## config.mk

```make
export PLATFORM = sky130hd
export DESIGN_NAME = uart_receiver
export DESIGN_NICKNAME = d
export VERILOG_FILES = /design/src/rtl/uart_pkg.sv /design/src/rtl/bit_synchronizer.sv /design/src/rtl/uart_receiver.sv
export SDC_FILE = /design/constraint.sdc
export NUM_CORES = 1
export LEC_CHECK = 0
export ABC_AREA = 1
export CAP_MARGIN = 15
export CORE_MARGIN = 5
export CORE_UTILIZATION = 55
export DETAILED_ROUTE_END_ITERATION = 16
export PLACE_DENSITY = 0.81
export SLEW_MARGIN = 40
export SYNTH_ARGS = -nofsm -noshare
export SYNTH_HDL_FRONTEND = slang
export SYNTH_SLANG_ARGS = --single-unit
```

## constraint.sdc

```tcl
create_clock -name CLK_i -period 2.3 [get_ports CLK_i]
set_clock_uncertainty 0.2 [all_clocks]
set_input_delay 0.23 -clock CLK_i [delete_from_list [all_inputs] [get_ports CLK_i]]
set_output_delay 0.23 -clock CLK_i [all_outputs]
set_load 0.03 [all_outputs]
```

## src/rtl/uart_pkg.sv

```systemverilog
// Shared UART definitions: state encoding and baud-rate derivation.
// Latency: n/a (package only).
// Backpressure: n/a.
package uart_pkg;

  // The transmitter on this link uses the same state encoding.
  typedef enum logic [1:0] {
    Idle     = 2'b00,
    StartBit = 2'b01,
    DataBit  = 2'b10,
    StopBit  = 2'b11
  } uart_state_t;

  // Clock cycles per bit, truncated.
  function automatic logic [31:0] calc_divider(input logic [31:0] frequency,
                                               input logic [31:0] speed);
    return frequency / speed;
  endfunction

  // Cycles from the start edge to the middle of the start bit.
  function automatic logic [31:0] calc_half(input logic [31:0] divider);
    return divider >> 1;
  endfunction

endpackage

```

## src/rtl/bit_synchronizer.sv

```systemverilog
// Two-flop synchronizer for a single asynchronous input.
// Latency: 2 CLK_i cycles from d to q.
// Backpressure: none; q simply follows d.
module bit_synchronizer #(
  parameter logic RESET_VAL = 1'b1
) (
  input  logic CLK_i,
  input  logic reset_n,
  input  logic d,
  output logic q
);

  logic meta;

  // Two back-to-back flops; both come out of reset at the line's idle level.
  always_ff @(posedge CLK_i) begin
    if (reset_n) begin
      meta <= RESET_VAL;
      q    <= RESET_VAL;
    end else begin
      meta <= d;
      q    <= meta;
    end
  end

endmodule

```

## src/rtl/uart_receiver.sv

```systemverilog
// 8N1 UART receiver, LSB first, mid-bit sampling; good bytes pulse dataValid, bad stop bits pulse frameError.
// Latency: output pulse in the cycle after the stop-bit sample (start edge + 3 + HALF + 9*DIVIDER edges).
// Backpressure: none; the consumer must take data on the dataValid pulse.
module uart_receiver
  import uart_pkg::*;
#(
  parameter logic [31:0] FREQUENCY = 32'd50_000_000,
  parameter logic [31:0] SPEED     = 32'd1_500_000
) (
  input  logic       CLK_i,
  input  logic       reset_n,
  input  logic       rx,
  output logic [7:0] data,
  output logic       dataValid,
  output logic       frameError,
  output logic       busy
);

  localparam logic [31:0] DIVIDER = calc_divider(FREQUENCY, SPEED);
  localparam logic [31:0] HALF    = calc_half(DIVIDER);

  // With fewer than four cycles per bit the midpoint sample has no margin.
  if (DIVIDER < 32'd4) begin : g_divider_check
    $error("uart_receiver: FREQUENCY/SPEED must be at least 4");
  end

  uart_state_t state, state_nxt;
  logic        rx_s;
  logic        rx_d;
  logic        start_q;
  logic [31:0] tick_cnt;
  logic [2:0]  bit_cnt;
  logic [7:0]  shift_q;
  logic        tick_done;
  logic        shift_en;
  logic        dv_nxt;
  logic        fe_nxt;

  bit_synchronizer #(.RESET_VAL(1'b1)) u_rx_sync (
    .CLK_i   (CLK_i),
    .reset_n (reset_n),
    .d       (rx),
    .q       (rx_s)
  );

  // Edge detector: the falling edge is registered into a one-cycle start flag,
  // so StartBit is entered three edges after rx first lands in the synchronizer.
  // A line that stays low produces no further flags.
  always_ff @(posedge CLK_i) begin
    if (reset_n) begin
      rx_d    <= 1'b1;
      start_q <= 1'b0;
    end else begin
      rx_d    <= rx_s;
      start_q <= rx_d & ~rx_s;
    end
  end

  // State register.
  always_ff @(posedge CLK_i) begin
    if (reset_n) state <= Idle;
    else         state <= state_nxt;
  end

  // Next-state and sample strobes; start flags outside Idle are ignored.
  always_comb begin
    state_nxt = state;
    tick_done = 1'b0;
    shift_en  = 1'b0;
    dv_nxt    = 1'b0;
    fe_nxt    = 1'b0;
    case (state)
      Idle: begin
        if (start_q) state_nxt = StartBit;
      end
      StartBit: begin
        if (tick_cnt == HALF - 32'd1) begin
          tick_done = 1'b1;
          // Line back high at mid start bit: treat as a glitch.
          state_nxt = rx_s ? Idle : DataBit;
        end
      end
      DataBit: begin
        if (tick_cnt == DIVIDER - 32'd1) begin
          tick_done = 1'b1;
          shift_en  = 1'b1;
          if (bit_cnt == 3'd7) state_nxt = StopBit;
        end
      end
      StopBit: begin
        if (tick_cnt == DIVIDER - 32'd1) begin
          tick_done = 1'b1;
          state_nxt = Idle;
          if (rx_s) dv_nxt = 1'b1;
          else      fe_nxt = 1'b1;
        end
      end
      default: state_nxt = Idle;
    endcase
  end

  // Tick and bit counters plus shift register; the tick counter restarts on
  // every state entry and at each data-bit boundary, and rests at zero in Idle.
  always_ff @(posedge CLK_i) begin
    if (reset_n) begin
      tick_cnt <= 32'd0;
      bit_cnt  <= 3'd0;
      shift_q  <= 8'h00;
    end else begin
      if (tick_done || (state_nxt != state) || (state == Idle)) tick_cnt <= 32'd0;
      else                                                     tick_cnt <= tick_cnt + 32'd1;
      if ((state == StartBit) && (state_nxt == DataBit)) bit_cnt <= 3'd0;
      else if (shift_en)                                 bit_cnt <= bit_cnt + 3'd1;
      // LSB arrives first, so new bits enter at the top and move down.
      if (shift_en) shift_q <= {rx_s, shift_q[7:1]};
    end
  end

  // Output registers: data only moves on a good frame; the pulses last one cycle.
  always_ff @(posedge CLK_i) begin
    if (reset_n) begin
      data       <= 8'h00;
      dataValid  <= 1'b0;
      frameError <= 1'b0;
    end else begin
      if (dv_nxt) data <= shift_q;
      dataValid  <= dv_nxt;
      frameError <= fe_nxt;
    end
  end

  assign busy = (state != Idle);

endmodule

```

==> run metrics, run 1 <==
multiplexer area fraction after synthesis 0%; total wire length after detailed routing 6759 um; kind of end point of the critical path flop; number of enable flip-flop cells after synthesis 0; sink count of the clock tree 59; commonest non-fill, non-tap cell in the layout nand2_1; summed negative setup slack over all endpoints 0 ns; most area-hungry cell type in the Yosys netlist dfxtp_1; adder-cell area share of the yosys netlist 1.728%; routed wire length per instance 13.44 um; I/O pins 14; violation count after the first detailed-route iteration 295; average instance area after synthesis 7.134 um2; area share of xor/xnor cells in the synthesized design 3.629%; fraction of final layout cells sized beyond drive strength 1 10.85%; CP top delay family simple AND/OR/NAND/NOR gates; Cell Area, Synth 0.002897 mm2; largest net degree at the start of global routing 33; vias after detailed routing 2,757; worst slew slack as a fraction of its limit 72.80%; fraction of registers with async set/reset 0%; Ys Warns 0; simple logic cell fraction of the synthesized area 39.35%; Max FO, Critical Path 16; number of max-cap violations 0; final HPWL from detailed placement 4701 um; total routing resource utilization after global routing 22.45%; setup repair after global routing missed its margin false; count of port buffers added during placement 13; top-area cell type share of the netlist area 40.78%; CTS Buf Count 9; CTS tree done; Power Density 578.5 mW/mm2; total of endpoints with negative setup slack in the final report 0; filler instances 452; Peak VDD IR 0.0005098 V; synthesized netlist net count 413; crit path kind reg2reg; CP peak stage delay 0.47 ns; global-route wire length before repair 11,660 um; leakage dissipation 1.160 nW; crit path max-delay cell type dfxtp_1; type of origin of the critical path flop; largest buffer count on any clock path 2; number of rows in the core area 26; post-route fraction of the period consumed by the critical path 91.97%; area of the core 0.005107 mm2; Hold Fails Final Rpt 0; post-synthesis compound-gate area fraction 7.171%; routed via count divided by cell count 5.481; layout net count 436; largest family of logic cells by synthesized area simple AND/OR/NAND/NOR gates; main flop type after synthesis dfxtp_1; crit path DAT 2.13 ns; Worst Tran Pin Value 0.4075 ns; sequence of cells on the critical path ha_1 -> nand2_2 -> nor2_4 -> nand3_1 -> nor2_2 -> nand3_2 -> nand4_4 -> nor2_1; count of antenna diodes in the layout 0; die boundary width 82.57 um; #FFs+latches synth 59; DRC violations left 0; initial cell density of the core 56.71%; Final Max Slew Viols 0; Required @ worst endpoint 2.32 ns; outcome finished, final reports clean; vias in the first global route 2,585; postcts setup bufs 0; Tightest Hold Check Type reg2reg; routability-driven placement congestion ratio 0.9391; total congestion overflow after global routing 0; sum of buffers and inverters on the critical path 0; initial antenna violation count 0; post-synthesis sequential area ratio 40.78%; clock input transition at the sequential cells of the worst setup and hold paths 0.06 ns; Max Fclk 472.8 MHz; unique cell type count in the Yosys netlist 31; final critical-path required period 2.115 ns; CTS H-tree depth 3; total cell area at the placement stage 0.003104 mm2; library cell used as clock root buffer clkbuf_8; leading cell types in the layout, fill and taps excluded nand2_1 (84), nor2_1 (75), dfxtp_1 (59); chip height 82.57 um; Synth Instances 406; post-route cell area 0.003306 mm2; remaining antenna violation count after routing 0; latest clock arrival within the worst-skew pair 0.34 ns; layout overhead on the synthesized area 14.13%; Die ar. 0.006818 mm2; ranking of synthesized cells by area dfxtp_1 (41%), nand2_1 (11%), nor2_1 (9.7%), inv_1 (4.9%), a21oi_1 (4.8%); first-pass iteration count of the detailed router 5
[cells by family (layout without fill, tap and decap cells)]
group           after synthesis  in the layout
simple gates                241            242
fa+ha+maj                     4              4
buf+inv                      49             75
flops                        59             59
xor+xnor                     12             12
compound gates               41             41
[stage by stage]
| stage | setup WS (ns) | hold WS, ns | util (%) | total power [mW] | cells |
|---|---|---|---|---|---|
| 2_1_floorplan | 0.4682 | 0.1338 | - | 1.071 | 406 |
| 3_3_place_gp | 0.2345 | 0.1910 | 60.78 | 1.080 | 487 |
| 3_5_place_dp | 0.1361 | 0.1941 | 60.78 | 1.081 | 487 |
| 4_1_cts | 0.08883 | 0.2096 | 64.26 | 1.920 | 502 |
| 5_1_grt | 0.02094 | 0.2306 | 64.72 | 1.973 | 503 |
| 6_report | 0.1848 | 0.2080 | 64.72 | 1.912 | 503 |
[layout make-up]
class	count	area (um2)	area share, %
Sequential cell	59	1181	35.73
Clock buffer	11	151.4	4.580
Inverter	40	150.1	4.542
Tap cell	70	87.58	2.650
Timing Repair Buffer	20	185.2	5.602
Multi-Input combinational cell	299	1524	46.10
Clock inverter	4	26.28	0.7949
[power breakdown]
group	internal [mW]	total [mW]	switching [mW]	leakage [nW]
logic	0.0110	0.0313	0.0204	0.593
clock network	0.441	0.851	0.410	0.0912
registers	1.03	1.03	0.00451	0.476
total	1.48	1.91	0.435	1.16
[sequential cells by signal (all words and copies together), names as in the netlist]
register / cells
shift_q: 8
frameError: 1
state: 2
tick_cnt: 32
u_rx_sync.q: 1
data: 8
start_q: 1
u_rx_sync.meta: 1
rx_d: 1
dataValid: 1
bit_cnt: 3
[metal layers]
| layer | wire length, um | up-vias | track usage, % |
|---|---|---|---|
| li1 | - | 1370 | - |
| met5 | 0 | - | 0 |
| met2 | 3061 | 108 | 36.30 |
| met1 | 3092 | 1261 | 28.91 |
| met4 | 176 | 0 | 10.46 |
| met3 | 429 | 18 | 4.121 |
[worst paths after layout]
check	cells after the start	slack [ns]	from	endpoint
hold reg to reg	1	0.21	u_rx_sync.meta	u_rx_sync.q
setup / recovery	8	0.18	tick_cnt[0]	tick_cnt[6]
hold / removal	1	0.21	u_rx_sync.meta	u_rx_sync.q
setup reg to reg	8	0.18	tick_cnt[0]	tick_cnt[6]
[synth_stat cells (2+ instances only)]
cell       n
nor3_1    14
nor3_2     2
or2_0      3
nor2_1    75
a21oi_1   28
o21ai_0   12
nor3b_1    2
nand2_1   84
nand3b_1   2
nand4_1   20
nor2_2     4
nand2_2    2
xor2_1     8
ha_1       4
buf_6      3
dfxtp_1   59
inv_1     38
nor2_4     3
buf_2      2
nand3_1   18
nand3_2    3
or2_2      6
xnor2_1    4
clkbuf_1   3
[timing repair]
| item | CTS | global route |
|---|---|---|
| endpoints found under the setup margin | 0 | 32 |
| resized for setup | 0 | 2 |
| hold buffers | 0 | 0 |
Power figures use the tool's default switching activity.
==> inputs of run 2 (changes only) <==
--- a/config.mk
+++ b/config.mk
@@ -8,9 +8,9 @@
 export ABC_AREA = 1
 export CAP_MARGIN = 15
 export CORE_MARGIN = 5
-export CORE_UTILIZATION = 55
+export CORE_UTILIZATION = 56
 export DETAILED_ROUTE_END_ITERATION = 16
-export PLACE_DENSITY = 0.81
+export PLACE_DENSITY = 0.82
 export SLEW_MARGIN = 40
 export SYNTH_ARGS = -nofsm -noshare
 export SYNTH_HDL_FRONTEND = slang
==> run metrics, run 2 (synthesis results as in run 1) <==
CTS Buf Count 9; Max FO, Critical Path 6; fraction of final layout cells sized beyond drive strength 1 10.42%; commonest non-fill, non-tap cell in the layout nand2_1; layout net count 434; postcts setup bufs 0; die boundary width 81.92 um; count of hold buffers inserted by post-cts repair 0; internal power 1.568 mW; total cell area at the placement stage 0.003097 mm2; vias after detailed routing 2,665; end point of the most critical hold path u_rx_sync.q; routed wire length per instance 12.90 um; setup repair after global routing missed its margin false; Net Sw Power 0.4428 mW; flip-flop count of the largest register after layout 32; register bank with the most flops tick_cnt; Worst Tran Pin Value 0.4987 ns; relative contribution of the clock network to total power 47.4%; count of antenna diodes in the layout 0; worst slew slack as a fraction of its limit 66.69%; CTS tree done; count of cells along the worst register-to-register path 8; crit path DAT 1.71 ns; summed negative setup slack over all endpoints 0 ns; post-route cell area 0.003301 mm2; post-route fraction of the period consumed by the critical path 92.92%; crit path kind reg2out; total power 2.011 mW; routed length on met3 395 um; total of endpoints with negative setup slack in the final report 0; total congestion overflow after global routing 0; largest buffer count on any clock path 2; clock input transition at the sequential cells of the worst setup and hold paths 0.07 ns; largest net degree at the start of global routing 33; switching fraction of total power 22.02%; Comb power frac 1.4%; Max Fclk 467.9 MHz; number of max-cap violations 0; final worst setup slack 0.1629 ns; part of the total power dissipated in sequential elements 51.2%; launch point of the worst reg-to-reg path tick_cnt[0]; sink count of the clock tree 59; Peak VDD IR 0.0006153 V; startpoint of the lowest-slack hold path u_rx_sync.meta; Tightest Hold Check Type reg2reg; leakage dissipation 1.140 nW; Multi-input gate area 0.001503 mm2; routed via count divided by cell count 5.309; Hold Crit Depth 1; count of port buffers added during placement 13; largest registers tick_cnt x32, data x8, shift_q x8; number of rows in the core area 26; remaining antenna violation count after routing 0; initial antenna violation count 0; routability-driven placement congestion ratio 0.9472; latest clock arrival within the worst-skew pair 0.34 ns; CTS H-tree depth 3; I/O pins 14; vias in the first global route 2,479; chip height 81.92 um; Power Density 609.3 mW/mm2; leading cell types in the layout, fill and taps excluded nand2_1 (84), nor2_1 (75), dfxtp_1 (59); first-pass iteration count of the detailed router 5; Place WS 0.1816 ns; global-route wire length before repair 11,060 um; end-of-flow core utilization 65.04%; initial cell density of the core 57.08%; detailed-routing wirelength on met1 2888 um; kind of end point of the critical path output port; Final Max Slew Viols 0; Resize count post-CTS 0; end of the worst register-to-register path tick_cnt[15]; total wire length after detailed routing 6478 um; library cell used as clock root buffer clkbuf_8; outcome finished, final reports clean; final HPWL from detailed placement 4724 um; detailed route wirelength on metal2 3009 um; highest metal layer with signal wires met4; Required @ worst endpoint 1.87 ns; register-to-register setup slack 0.21 ns; Die ar. 0.006711 mm2; layout overhead on the synthesized area 13.95%; violation count after the first detailed-route iteration 255; area taken by flip-flops and latches 0.001181 mm2; filler instances 477; total routing resource utilization after global routing 21.78%; type of origin of the critical path flop; area of the core 0.005075 mm2; Hold Fails Final Rpt 0; final critical-path required period 2.137 ns; DRC violations left 0
[run 2: cell types whose count changed in the layout (fill, tap and decap cells not counted)]
cell / before / now
clkdlybuf4s50_1: 12 / 13
clkinv_4: 1 / 2
clkinv_2: 2 / 0
buf_4: 7 / 6
dlymetal6s2s_1: 1 / 0
bufinv_16: 0 / 1
nand4_4: 2 / 1
clkinvlp_4: 1 / 2
clkbuf_1: 0 / 1
clkbuf_8: 11 / 10
[run 2: power groups by stage]
stage / registers [mW] / logic [mW] / clock network, mW
global route: 1.03 / 0.0323 / 1.02
global placement: 1.05 / 0.0277 / 0
floorplan: 1.05 / 0.0208 / 0
CTS: 1.03 / 0.0291 / 0.966
finish: 1.03 / 0.0289 / 0.953
detailed placement: 1.05 / 0.0286 / 0
[run 2: worst max path at each step]
stage,endpoint,startpoint,slack (ns)
2_1_floorplan,tick_cnt[20],tick_cnt[0],0.47
3_3_place_gp,tick_cnt[23],tick_cnt[0],0.24
3_5_place_dp,tick_cnt[23],tick_cnt[0],0.18
4_1_cts,tick_cnt[15],tick_cnt[0],0.14
5_1_grt,tick_cnt[18],tick_cnt[0],0.003
6_report,busy,state[0],0.16
[run 2: worst max-delay path: stages, from the launching register on]
cell and delay, ns:
dfxtp_1 0.43, nor2_1 0.09, inv_1 0.15, clkdlybuf4s50_1 0.70
[run 2: cell type report]
class	instances	share of cell area [%]
well taps	70	2.654
multi-input cells	298	45.53
flip-flops and latches	59	35.78
repair buffers	19	5.307
clock inverters	5	1.895
inverters	40	4.549
clock buffers	11	4.284
[run 2: metrics by stage]
step | hold slack [ns] | std cells
floorplan | 0.1338 | 406
CTS | 0.2247 | 502
global route | 0.2346 | 502
global placement | 0.1958 | 486
finish | 0.2192 | 502
detailed placement | 0.2026 | 486
[run 2: per-layer routing]
layer  vias to the layer above  track usage, %
met5                         -               0
met4                         0           10.80
met3                        18           6.140
met2                        77           34.25
met1                      1212           27.24
li1                       1358               -
==> inputs of run 3 (changes only) <==
==> constraint.sdc (replaced) <==
create_clock -name CLK_i -period 2.8 [get_ports CLK_i]
set_clock_uncertainty 0.2 [all_clocks]
set_input_delay 0.28 -clock CLK_i [delete_from_list [all_inputs] [get_ports CLK_i]]
set_output_delay 0.28 -clock CLK_i [all_outputs]
set_load 0.03 [all_outputs]
==> run metrics, run 3 (synthesis results as in run 1) <==
vias after detailed routing 2,688; library cell used as clock root buffer clkbuf_8; outcome finished, final reports clean; area of the core 0.005075 mm2; Tightest Hold Check Type reg2reg; CP top delay family buffers and inverters; global-route wire length before repair 11,270 um; post-route fraction of the period consumed by the critical path 79.53%; Worst Tran Pin Value 0.4745 ns; total cell area at the placement stage 0.003067 mm2; total congestion overflow after global routing 0; launch point of the worst reg-to-reg path tick_cnt[25]; violation count after the first detailed-route iteration 270; total of endpoints with negative setup slack in the final report 0; leading cell types in the layout, fill and taps excluded nand2_1 (84), nor2_1 (75), dfxtp_1 (59); final critical-path required period 2.227 ns; remaining antenna violation count after routing 0; kind of end point of the critical path output port; layout overhead on the synthesized area 12.57%; largest buffer count on any clock path 2; routability-driven placement congestion ratio 0.9331; vias in the first global route 2,453; count of cells along the worst register-to-register path 10; crit path kind reg2out; Required @ worst endpoint 2.32 ns; number of max-cap violations 0; type of origin of the critical path flop; crit path max-delay cell type clkdlybuf4s50_1; CP peak stage delay 0.70 ns; Peak VDD IR 0.0004207 V; post-route cell area 0.003261 mm2; chip height 81.92 um; postcts setup bufs 0; leakage dissipation 1.124 nW; count of antenna diodes in the layout 0; latest clock arrival within the worst-skew pair 0.35 ns; initial cell density of the core 57.08%; Place WS 0.6271 ns; count of port buffers added during placement 13; Resize count post-CTS 0; Hold Crit Depth 2; initial antenna violation count 0; sum of buffers and inverters on the critical path 2; Die ar. 0.006711 mm2; CTS H-tree depth 3; Power Density 502.4 mW/mm2; Max Fclk 449.1 MHz; routed via count divided by cell count 5.408; first-pass iteration count of the detailed router 5; summed negative setup slack over all endpoints 0 ns; commonest non-fill, non-tap cell in the layout nand2_1; end-of-flow core utilization 64.25%; routed wire length per instance 12.81 um; DRC violations left 0; worst slew slack as a fraction of its limit 68.30%; Final Max Slew Viols 0; number of rows in the core area 26; startpoint of the lowest-slack hold path rx_d; sink count of the clock tree 59; fraction of final layout cells sized beyond drive strength 1 9.133%; count of hold buffers inserted by post-cts repair 0; largest net degree at the start of global routing 33; setup repair after global routing missed its margin false; CTS Buf Count 9; CTS tree done; clock input transition at the sequential cells of the worst setup and hold paths 0.06 ns; Max FO, Critical Path 6; layout net count 430; end point of the most critical hold path start_q; register bank with the most flops tick_cnt; final worst setup slack 0.5733 ns; crit path DAT 1.75 ns; total wire length after detailed routing 6365 um; largest registers tick_cnt x32, data x8, shift_q x8; I/O pins 14; die boundary width 81.92 um; flip-flop count of the largest register after layout 32; total routing resource utilization after global routing 21.90%; end of the worst register-to-register path shift_q[4]; register-to-register setup slack 0.63 ns; sequence of cells on the critical path nor2_1 -> inv_1 -> clkdlybuf4s50_1; final HPWL from detailed placement 4552 um; Hold Fails Final Rpt 0
-- run 3: cell types whose count changed in the layout (fill, tap and decap cells not counted) --
cell	change
clkbuf_8	+1
clkinvlp_4	-2
clkinv_4	-2
clkbuf_1	+1
clkinv_2	+1
buf_4	-4
-- run 3: power breakdown --
part	switching [mW]	internal, mW
registers	0.00395	0.842
logic	0.0143	0.00766
clock network	0.316	0.453
-- run 3: worst max path at each step --
stage	start	endpoint	slack [ns]	cells after the start
6_report	state[0]	busy	0.57	3
3_3_place_gp	tick_cnt[0]	shift_q[1]	0.68	11
4_1_cts	state[0]	busy	0.60	3
2_1_floorplan	tick_cnt[0]	tick_cnt[20]	0.97	9
5_1_grt	tick_cnt[0]	shift_q[4]	0.36	11
3_5_place_dp	tick_cnt[0]	tick_cnt[18]	0.63	8
-- run 3: worst reg2reg max path, delay by kind of cell, from the launching register on --
kind,cells,cell delay [ns]
AND/OR/NAND/NOR,9,1.24
flip-flops,1,0.38
buffers and inverters,1,0.25
-- run 3: stage by stage --
stage                     power (mW)  instances  hold WS [ns]
after floorplan               0.8797        406        0.1838
after global placement        0.8858        482        0.1968
after detailed placement      0.8863        482        0.2091
after CTS                      1.646        497        0.2236
after global routing           1.695        497        0.2482
final                          1.638        497        0.2288
-- run 3: area by class of cell --
cell class / instances / area (um2)
tap: 70 / 87.58
inverter: 40 / 150.1
timing repair buffer: 15 / 145.1
clock buffer: 13 / 158.9
fill: 439 / 1814
multi-input combinational: 298 / 1503
clock inverter: 2 / 35.03
sequential: 59 / 1181
-- run 3: layer usage --
| layer | track usage (%) | up-vias | share of wire, % |
|---|---|---|---|
| li1 | - | 1353 | - |
| met1 | 27.66 | 1225 | 44 |
| met2 | 34.89 | 93 | 47 |
| met3 | 5.263 | 17 | 6.5 |
| met4 | 10.63 | 0 | 2.9 |
| met5 | 0 | - | 0 |
==> edit (config.mk and constraints of run 2) <==
The 4 states of `uart_state_t` get a one-hot encoding in 4 bits.
--- a/src/rtl/uart_pkg.sv
+++ b/src/rtl/uart_pkg.sv
@@ -5,9 +5,9 @@
 
   // The transmitter on this link uses the same state encoding.
-  typedef enum logic [1:0] {
-    Idle     = 2'b00,
-    StartBit = 2'b01,
-    DataBit  = 2'b10,
-    StopBit  = 2'b11
+  typedef enum logic [3:0] {
+    Idle     = 4'b0001,
+    StartBit = 4'b0010,
+    DataBit  = 4'b0100,
+    StopBit  = 4'b1000
   } uart_state_t;
 
Check against the original RTL: same outputs for any inputs over 10 cycles, from zero or initial values and one cycle with reset_n high; not proved beyond that.
==> edit against run 2 <==
- utilization is 2.3 points higher
- worst setup slack improved by 0.0075 ns
- total power rose by 1.7%
- via count fell by 3.9%
- sequential cell count increased by 2
- design area is 6.2% higher
- area after synthesis increased by 5.1%
- routed wire length fell by 8.6%
- hold slack worse by 0.0068 ns
- critical path type is now reg -> reg
- largest power group unchanged
- highest routed layer unchanged
==> edit: results <==
metrics = {
    "placement": {
        "portBuffers": 13,
        "dp_hpwl_mm": 4.21,
        "pre_cts_slack_ns": 0.166,
        "routabilityCongestion": 0.928,
    },
    "grt": {
        "use_met2": 0.276,
        "grt_max_degree": 20,
        "grt_pass1_wl_mm": 10.2,
        "track_usage": 0.180,
        "globalRouteMet1Util": 0.230,
        "grt_pass1_vias": 2348,
        "use_met3": 0.0424,
    },
    "pwr": {
        "p_leak_nw": 1.29,
        "ir_drop_v": 0.000402,
    },
    "layout": {
        "nets": 448,
        "n_fill_cell": 411,
        "diodes": 0,
        "final_layout_size_suffix_gt1_frac": 0.162,
    },
    "yosys": {
        "ys.warnings.count": 0,
        "synth_common_cells": "nand2_1, nor2_1, inv_1",
        "synthTopCellsByArea": "dfxtp_1, nand2_1, nor2_1",
        "yosysSeqAreaShare": 0.401,
        "ys_types": 23,
        "synthesis.nets": 426,
    },
    "hold_path": {
        "whs_path_depth": 1,
        "min_from": "u_rx_sync.meta$_SDFF_PP1_",
    },
    "sta": {
        "final_max_slew_viol_count": 0,
        "tightest_slew_ns": 0.443,
    },
    "run_status": {
        "status": "complete, no violations",
    },
    "critical_path": {
        "r2r-end": "tick_cnt[27]$_SDFF_PP0_",
        "r2r.worst_path.cells": 14,
        "reg2reg_slack_ns": 0.17,
        "worstPathMaxFanout": 14,
        "cpMaxStageDelayCell": "dfxtp_1",
        "worstPathArrival_ns": 2.15,
        "slowest_delay_ns": 0.33,
    },
    "clock_tree": {
        "cts-htree-levels": 3,
        "path_clk_slew_ns": 0.07,
        "post_cts_buffers": 0,
    },
    "route": {
        "drt_first_pass_iters": 4,
        "vias": 2562,
        "first_iter_violations": 171,
        "drt-wirelength-per-cell_um": 11.5,
    },
}
-- edit: kinds of logic (layout without fill, tap and decap cells) --
family | after synthesis | in the layout | synth area share
flops | 61 | 61 | 0.401
fa+ha+maj | 4 | 4 | 0.0164
xor+xnor | 31 | 31 | 0.0892
simple gates | 214 | 214 | 0.337
buf+inv | 74 | 100 | 0.0990
compound gates | 35 | 35 | 0.0575
-- edit: per-layer routing --
layer | vias to the layer above | wire length [um]
met3 | 13 | 218
li1 | 1336 | -
met1 | 1161 | 2890
met5 | - | 0
met4 | 0 | 125
met2 | 52 | 2680
-- edit: through the flow --
stage / utilization / hold WS, ns / setup TNS [ns] / area, um2 / cells
global route: 0.673 / 0.223 / -0.415 / 3500 / 515
CTS: 0.667 / 0.216 / 0 / 3470 / 515
global placement: 0.630 / 0.195 / 0 / 3280 / 500
detailed placement: 0.630 / 0.200 / 0 / 3280 / 500
finish: 0.673 / 0.212 / 0 / 3500 / 515
floorplan: - / 0.134 / 0 / 3050 / 419
-- edit: area by class of cell --
class | count | area, um2 | share of cell area
multi-input combinational | 284 | 1560 | 0.444
inverter | 66 | 248 | 0.0707
tap | 70 | 87.6 | 0.0250
clock buffer | 11 | 141 | 0.0403
sequential | 61 | 1220 | 0.348
clock inverter | 4 | 48.8 | 0.0139
timing repair buffer | 19 | 200 | 0.0571
-- edit: critical path: cells and delay by family, from the launching register on --
kind | cells | cell delay, ns
buffers and inverters | 2 | 0.30
and+or+nand+nor | 11 | 1.04
DFF | 1 | 0.33
adders and majority gates | 1 | 0.16
-- edit: power by group --
group	total, mW	switching (mW)	leakage, nW	internal, mW
logic	0.0576	0.0362	0.703	0.0213
clock network	0.925	0.403	0.0992	0.522
registers	1.06	0.00295	0.492	1.06
-- edit: worst max-delay path by stage --
stage / depth (start not counted) / startpoint / slack [ns] / to
2_1_floorplan: 11 / state[2]$_SDFF_PP0_ / 0.36 / tick_cnt[2]$_SDFF_PP0_
3_3_place_gp: 12 / tick_cnt[0]$_SDFF_PP0_ / 0.25 / tick_cnt[0]$_SDFF_PP0_
3_5_place_dp: 12 / tick_cnt[0]$_SDFF_PP0_ / 0.17 / tick_cnt[25]$_SDFF_PP0_
4_1_cts: 12 / tick_cnt[0]$_SDFF_PP0_ / 0.13 / tick_cnt[25]$_SDFF_PP0_
5_1_grt: 14 / tick_cnt[0]$_SDFF_PP0_ / -0.02 / tick_cnt[27]$_SDFF_PP0_
6_report: 14 / tick_cnt[0]$_SDFF_PP0_ / 0.17 / tick_cnt[27]$_SDFF_PP0_
-- edit: timing repair --
| item | 4_1_cts | 5_1_grt |
|---|---|---|
| gates resized for setup | 0 | 7 |
| hold buffers | 0 | 0 |
| endpoints found under the setup margin | 0 | 32 |
